--- src/rtl/led_pattern_sequencer.sv ---
// led_pattern_sequencer
//   Drives the 8-bit LED bank with one of four patterns, stepped by a
//   prescaler every DIV clock cycles. Pausing freezes both the pattern and
//   the prescaler. A mode change always re-initialises the pattern through
//   a LOAD cycle.
//
// Ports:
//   clk     - system clock, rising edge
//   rst     - asynchronous active-high reset
//   mode    - pattern select: 0 COUNT, 1 SCAN, 2 BLINK, 3 FILL (pre-synchronised)
//   pause   - 1 freezes the pattern and the prescaler (synchronous)
//   leds    - registered pattern output
//   tick    - registered one-cycle pulse, high in the cycle leds steps
//   state_o - debug view of the controller: 0 LOAD, 1 RUN, 2 HOLD
module led_pattern_sequencer #(
  parameter int unsigned DIV = 4
) (
  input  logic       clk,
  input  logic       rst,
  input  logic [1:0] mode,
  input  logic       pause,
  output logic [7:0] leds,
  output logic       tick,
  output logic [1:0] state_o
);

  typedef enum logic [1:0] {
    LOAD = 2'd0,
    RUN  = 2'd1,
    HOLD = 2'd2
  } state_t;

  typedef enum logic [1:0] {
    PAT_COUNT = 2'd0,
    PAT_SCAN  = 2'd1,
    PAT_BLINK = 2'd2,
    PAT_FILL  = 2'd3
  } pattern_t;

  typedef enum logic {
    DIR_LEFT  = 1'b0,
    DIR_RIGHT = 1'b1
  } dir_t;

  localparam logic [15:0] DIV_LAST = 16'(DIV - 1);

  state_t      state;
  pattern_t    mode_q;
  dir_t        dir;
  logic [15:0] div_cnt;
  logic [7:0]  leds_init;
  logic [7:0]  leds_nxt;

  // Initial value for the pattern latched in mode_q.
  always_comb begin
    leds_init = '0;
    case (mode_q)
      PAT_COUNT: leds_init = 8'h00;
      PAT_SCAN:  leds_init = 8'h01;
      PAT_BLINK: leds_init = 8'hFF;
      PAT_FILL:  leds_init = 8'h00;
      default:   leds_init = 8'h00;
    endcase
  end

  // Next pattern value; depends only on registered state.
  always_comb begin
    leds_nxt = leds;
    case (mode_q)
      PAT_COUNT: leds_nxt = leds + 8'd1;
      PAT_SCAN:  leds_nxt = (dir == DIR_LEFT) ? (leds << 1) : (leds >> 1);
      PAT_BLINK: leds_nxt = ~leds;
      PAT_FILL:  leds_nxt = (leds == 8'hFF) ? 8'h00 : ((leds << 1) | 8'h01);
      default:   leds_nxt = leds;
    endcase
  end

  always_ff @(posedge clk or posedge rst) begin
    if (rst) begin
      leds    <= '0;
      tick    <= 1'b0;
      mode_q  <= PAT_COUNT;
      div_cnt <= '0;
      dir     <= DIR_LEFT;
      state   <= LOAD;
    end else if (mode != mode_q) begin
      // Mode change beats everything, including a tick due this cycle.
      mode_q  <= pattern_t'(mode);
      state   <= LOAD;
      div_cnt <= '0;
      tick    <= 1'b0;
    end else begin
      case (state)
        LOAD: begin
          leds    <= leds_init;
          dir     <= DIR_LEFT;
          div_cnt <= '0;
          tick    <= 1'b0;
          state   <= RUN;
        end
        RUN: begin
          if (pause) begin
            tick  <= 1'b0;
            state <= HOLD;
          end else if (div_cnt == DIV_LAST) begin
            div_cnt <= '0;
            tick    <= 1'b1;
            leds    <= leds_nxt;
            // Flip direction on landing at an end so no end value repeats.
            if (mode_q == PAT_SCAN) begin
              if (dir == DIR_LEFT && leds_nxt == 8'h80) begin
                dir <= DIR_RIGHT;
              end else if (dir == DIR_RIGHT && leds_nxt == 8'h01) begin
                dir <= DIR_LEFT;
              end
            end
          end else begin
            div_cnt <= div_cnt + 16'd1;
            tick    <= 1'b0;
          end
        end
        HOLD: begin
          tick <= 1'b0;
          if (!pause) begin
            state <= RUN;
          end
        end
        default: begin
          tick  <= 1'b0;
          state <= LOAD;
        end
      endcase
    end
  end

  assign state_o = state;

endmodule

--- config.mk ---
export PLATFORM = sky130hd
export DESIGN_NAME = led_pattern_sequencer
export DESIGN_NICKNAME = d
export VERILOG_FILES = /design/src/rtl/led_pattern_sequencer.sv
export SDC_FILE = /design/constraint.sdc
export NUM_CORES = 1
export LEC_CHECK = 0
export ABC_CLOCK_PERIOD_IN_PS = 4550
export CORE_MARGIN = 5
export CORE_UTILIZATION = 60
export DETAILED_ROUTE_END_ITERATION = 8
export GPL_TIMING_DRIVEN = 1
export PLACE_DENSITY = 0.82
export RECOVER_POWER = 25
export SLEW_MARGIN = 10
export SYNTH_ARGS = -nofsm -noshare
export SYNTH_HDL_FRONTEND = slang
export SYNTH_SLANG_ARGS = --single-unit
--- constraint.sdc ---
create_clock -name clk -period 4.55 [get_ports clk]
set_clock_uncertainty 0.2 [all_clocks]
set_input_delay 0.6825 -clock clk [delete_from_list [all_inputs] [get_ports clk]]
set_output_delay 0.6825 -clock clk [all_outputs]
set_load 0.01 [all_outputs]
# Word-level counts from Yosys, hierarchy flattened
# Index checks and enable logic that the tools add are counted.
dict set report word_totals {
  in_bits 5
  wordCells 64
  regBits 30
  output_inout_bits 11
}
dict set report classes {
  bitwise 3
  muxes 25
  add_sub_neg 2
  reduce_logical 11
  n_eq_ne 17
}
# cell count
set ops {}
lappend ops {{$mux 16} 3}
lappend ops {{$mux 8} 4}
lappend ops {{$pmux 16 s2} 1}
lappend ops {{$pmux 8 s4} 1}
lappend ops {{$pmux 8 s3} 1}
lappend ops {{$add 16x1->16 const B} 1}
lappend ops {{$eq 16x2->1 const B} 1}
lappend ops {{$eq 8x8->1 const B} 2}
lappend ops {{$pmux 8 s2} 1}
lappend ops {{$ne 3x3->1 const B} 4}
lappend ops {{$mux 1} 9}
lappend ops {{$add 8x1->8 const B} 1}
lappend ops {{$eq 8x1->1 const B} 1}
lappend ops {{$not 8->8} 1}
lappend ops {{$eq 2x2->1 const B} 3}
lappend ops {{$mux 2} 3}
lappend ops {{$ne 2x2->1 const B} 3}
lappend ops {{$pmux 2 s3} 1}
lappend ops {{$reduce_and 6->1} 1}
lappend ops {{$eq 2x1->1 const B} 2}
lappend ops {{$logic_not 2->1} 2}
lappend ops {{$reduce_and 2->1} 2}
lappend ops {{$reduce_and 4->1} 1}
lappend ops {{$reduce_bool 3->1} 1}
lappend ops {{other kinds (6)} 8}

# Logic depth before layout (Yosys ltp)
dict set report logic_depth {
  word_depth 11
  ltp_mapped 10
  mapped_depth_nobuf 9
}

# Worst setup path after synthesis
# No wires, ideal clock.
dict set report synth_path {
  path_type {reg-to-reg}
  from {reg mode_q[0]}
  to {reg dir}
  slack_ns 2.000
  period_less_slack_ns 2.550
  t_required_ns 4.218
  arrival_time_ns 2.218
  stages_incl_launch_ff 11
  path_buffers 1
  cell_sequence {dfrtp_1 inv_1 ha_1 clkbuf_1 clkinv_1 o311a_1 a21o_1 a221oi_1 nand4bb_1 o21ai_1 o211ai_1}
}
dict set report synth_via {
  elab_chain_cells 9
  word_cells_on_any_way 19
}
# item line_no
set synth_lines {}
lappend synth_lines {{from (decl)} 48} ;# pattern_t mode_q;
lappend synth_lines {{from (signal assigned)} 88} ;# mode_q <= pattern_t'(mode);
lappend synth_lines {{$eq 2x2->1, or another cell as far along} 69} ;# case (mode_q)
lappend synth_lines {{$pmux 8 s4} 69}
lappend synth_lines {{$eq 8x8->1} 111} ;# if (dir == DIR_LEFT && leds_nxt == 8'h80) begin
lappend synth_lines {{$logic_and 1x1->1} 111}
lappend synth_lines {{$mux 1} 111}
lappend synth_lines {{$mux 1} 110} ;# if (mode_q == PAT_SCAN) begin
lappend synth_lines {{$mux 1} 105} ;# end else if (div_cnt == DIV_LAST) begin
lappend synth_lines {{$mux 1} 102} ;# if (pause) begin
lappend synth_lines {{$pmux 1 s2} 93} ;# case (state)
lappend synth_lines {{to (signal assigned)} 96} ;# dir <= DIR_LEFT;
lappend synth_lines {{to (signal assigned)} 112} ;# dir <= DIR_RIGHT;
lappend synth_lines {{to (signal assigned)} 114} ;# dir <= DIR_LEFT;
lappend synth_lines {{to (decl)} 49} ;# dir_t dir;
# Several ways; a longest one is shown, not always the timed one. The select of a mux whose other input is x is not followed.
# A chain may end at the register's enable or synchronous reset.

# Worst setup path in the final report
dict set report layout_path {
  from {in mode[0]}
  to {reg div_cnt[15]}
}
dict set report layout_via {
  elab_chain_cells 3
  word_cells_on_any_way 5
}
# item line_no
set layout_lines {}
lappend layout_lines {{from (decl)} 20} ;# input logic [1:0] mode,
lappend layout_lines {{$ne 2x2->1 *} 86} ;# end else if (mode != mode_q) begin
lappend layout_lines {{$ne 3x3->1 (no source line) or $reduce_bool 3->1 (tied branches)} --}
lappend layout_lines {{$reduce_and 2->1 (no source line)} --}
lappend layout_lines {{to (signal assigned)} 118} ;# div_cnt <= div_cnt + 16'd1;
lappend layout_lines {{to (decl)} 50} ;# logic [15:0] div_cnt;
# Every way passes the cells marked *; elsewhere a longest branch is shown, timed or not.

==> flow_summary.ini <==
[outcome]
result_of_the_run = finished clean

[drt]
drt_first_pass_iters = 5
routed_via_density = 6.378
routed_wire_length_per_instance_microns = 15.66
detailed_route_iter0_violations = 242
finalWirelength_microns = 4809
route.antenna.remaining_nets = 0
routed-via-count = 1958
route.detailed.drc = 0

[setup_path]
criticalPathCategory = input pin to flip-flop
critPathTopFamily = simple AND/OR/NAND/NOR gates
critical_path_buf_inv_count = 1
crit_path_max_incr_delay_ns = 0.60
timing.critical_path.arrival_ns = 3.23
cpMaxStageDelayCell = nand3_1
critPathRequiredTime_ns = 4.60
reg2reg_setup_slack_ns = 1.40
worstSetupEndpointType = flip-flop
critical_path.startpoint_type = input pin
cell_by_cell_trace_of_the_critical_path = dlygate4sd3_1, xnor2_1, nand2_1, nor2_1, nand3_1, a31oi_1, o21ai_0, o31ai_1
worst-path-max-fanout = 17

[cells_and_area]
n_antenna_cell = 0
layout.nets = 272
share_of_cells_above_drive_strength_1 = 0.07663
finish.cell_count_without_fillers = 307
area_growth_syn_to_layout_pct = 9.436
num-fill-cells = 298

[clocking]
insertion_delay_ns = 0.34
cts_inserted_buffers = 5
clk_pin_slew_ns = 0.11
tritoncts_clock_tree = done
clk_root_buffer_cell = clkbuf_4
cts_setup_buffers = 0
max-clock-path-buffers = 2
cts.htree.levels = 2
tritoncts_num_sinks = 30
cts_resized = 0
cts_hold_repair.buffers = 0

[synth]
ys_seq_area_frac = 0.3561
synth_nets = 266
ys.warnings.count = 0
mapped_cells = 254
yosys_register_bits = 30
synth_edf_count = 0
post_synth_num_cell_types = 51
avgSynthCellArea_sq_um = 8.300
synth-async-reset-ratio = 1.000
post_synthesis_instance_area_sq_mm = 0.002108
ys.flop_type = dfrtp_1

[power_and_ir_drop]
leakagePower_nw = 0.9724
total_power_w = 0.0008723
power_per_cell_area_mw_per_mm2 = 378.1
worst_ir_drop_vdd_mv = 0.2740

[place]
port_buffer_count = 15
placer_congestion = 0.8785
dp_hpwl_microns = 3324
place.detailed.instances = 299

[min_path]
holdCritPathClass = flip-flop to flip-flop

[timing]
final_max_slew_viol_count = 0
setup_tns_ns = 0
max-slew-margin-rel = 0.2874
grt_setup_unrepaired = false
fmax_mhz = 315.1
post-route-period-util = 0.6974
timing_worst_slew_pin_value_ns = 1.062
finalHoldViolations = 0
final.min_clock_period_ns = 3.173
hold_slack_ns = 0.3202
final_setup_violations = 0

[die]
die_x_microns = 69.28
num_rows = 21
io_pins = 16
start_util = 0.6269
coreArea_sq_mm = 0.003363
die-area_sq_mm = 0.004799
die-height_microns = 69.28

[global_route]
grt_use_total = 0.2007
first_global_vias = 1788
gr-max-usage-layer = met2
initial_antenna_violation_count = 0
gr-total-overflow = 0
grt_max_degree = 31
grt.met3_usage = 0.03913
grtUsageMet1 = 0.2903
use_met2 = 0.2966
grt_pass1_wl_microns = 8066

[job]
max_cap_violations = 0
kinds of logic after synthesis:
kind of cell / after synthesis / share of synthesized area
AOI/OAI and AO/OA: 83 / 0.2510
and+or+nand+nor: 93 / 0.2410
muxes: 3 / 0.01543
xor gates and xnor gates: 9 / 0.03739
buffers and inverters: 29 / 0.05756
DFF: 30 / 0.3561
adders and majority gates: 7 / 0.04154
synthesized netlist by cell type (5+ instances only):
cell	n	share of area
ha_1	7	0.042
dfrtp_1	30	0.36
and3_1	8	0.024
inv_1	12	0.021
nand4_1	10	0.030
clkbuf_1	13	0.023
nand3_1	13	0.031
nand2_1	12	0.021
nor2_1	28	0.050
xor2_1	5	0.021
o21ai_0	31	0.074
a221oi_1	6	0.025
a21oi_1	18	0.043
placed cells by master, fill, tap and decap left out, types with 2 or more instances in the layout:
| cell | instances |
|---|---|
| dlygate4sd3_1 | 3 |
| xnor2_1 | 4 |
| nand2_1 | 12 |
| o21ai_0 | 31 |
| a31oi_1 | 4 |
| nor4_1 | 2 |
| clkbuf_4 | 5 |
| and3_1 | 8 |
| o211ai_1 | 3 |
| clkinv_1 | 2 |
| dfrtp_1 | 30 |
| nand2b_1 | 4 |
| inv_1 | 11 |
| nand3_1 | 13 |
| a21o_1 | 2 |
| a21oi_2 | 3 |
| xor2_1 | 5 |
| and2_1 | 2 |
| nor2_1 | 28 |
| o31ai_1 | 2 |
| nor2b_1 | 3 |
| and4b_1 | 2 |
| ha_1 | 7 |
| clkdlybuf4s50_1 | 12 |
| a22oi_1 | 3 |
| mux2_2 | 2 |
| a221oi_1 | 6 |
| a21oi_1 | 18 |
| nand4_1 | 10 |
state kept, by name, summed over array words and instances, names as in the netlist:
name     flops
dir          1
div_cnt     16
leds         8
mode_q       2
state_o      2
tick         1
per-stage QoR:
step / setup WS (ns) / util / area, sq um
floorplan: 2.000 / - / 2108
CTS: 1.443 / 0.6860 / 2307
detailed placement: 1.195 / 0.6670 / 2243
global placement: 1.297 / 0.6670 / 2243
global route: 1.115 / 0.6860 / 2307
finish: 1.377 / 0.6860 / 2307
worst min-delay path: stages (launching register included):
cell and delay, ns:
dfrtp_1 0.37, nand2_1 0.05, o21ai_0 0.07
power by group:
group / total [W] / internal (W) / leakage, nW / switching [W]
logic: 0.000317 / 0.000155 / 0.545 / 0.000161
clock network: 0.000175 / 0.0000742 / 0.0343 / 0.000101
registers: 0.000381 / 0.000299 / 0.393 / 0.0000821
path summary, 6_finish.rpt:
kind,from,depth (start not counted),endpoint
setup reg to reg,mode_q[1]$_DFFE_PP0N_,9,dir$_DFFE_PP0P_
hold / removal,div_cnt[1]$_DFFE_PP0P_,2,div_cnt[1]$_DFFE_PP0P_
max in group asynchronous,rst,2,mode_q[0]$_DFFE_PP0N_
hold reg to reg,div_cnt[1]$_DFFE_PP0P_,2,div_cnt[1]$_DFFE_PP0P_
min in group asynchronous,rst,2,div_cnt[15]$_DFFE_PP0P_
setup / recovery,mode[0],8,div_cnt[15]$_DFFE_PP0P_
final cells by class:
type / instances / area (sq um) / share of cell area
inverter: 13 / 48.80 / 0.02115
clock buffer: 6 / 51.30 / 0.02223
sequential: 30 / 750.7 / 0.3254
tap: 46 / 57.56 / 0.02495
timing repair buffer: 15 / 150.1 / 0.06508
multi-input combinational: 195 / 1236 / 0.5358
clock inverter: 2 / 12.51 / 0.005423
metal layers:
metal,part of all wire,vias to the layer above
met2,0.43,85
li1,-,942
met1,0.48,925
met5,0,-
met3,0.073,6
met4,0.014,0
(Power assumes the default switching activity.)
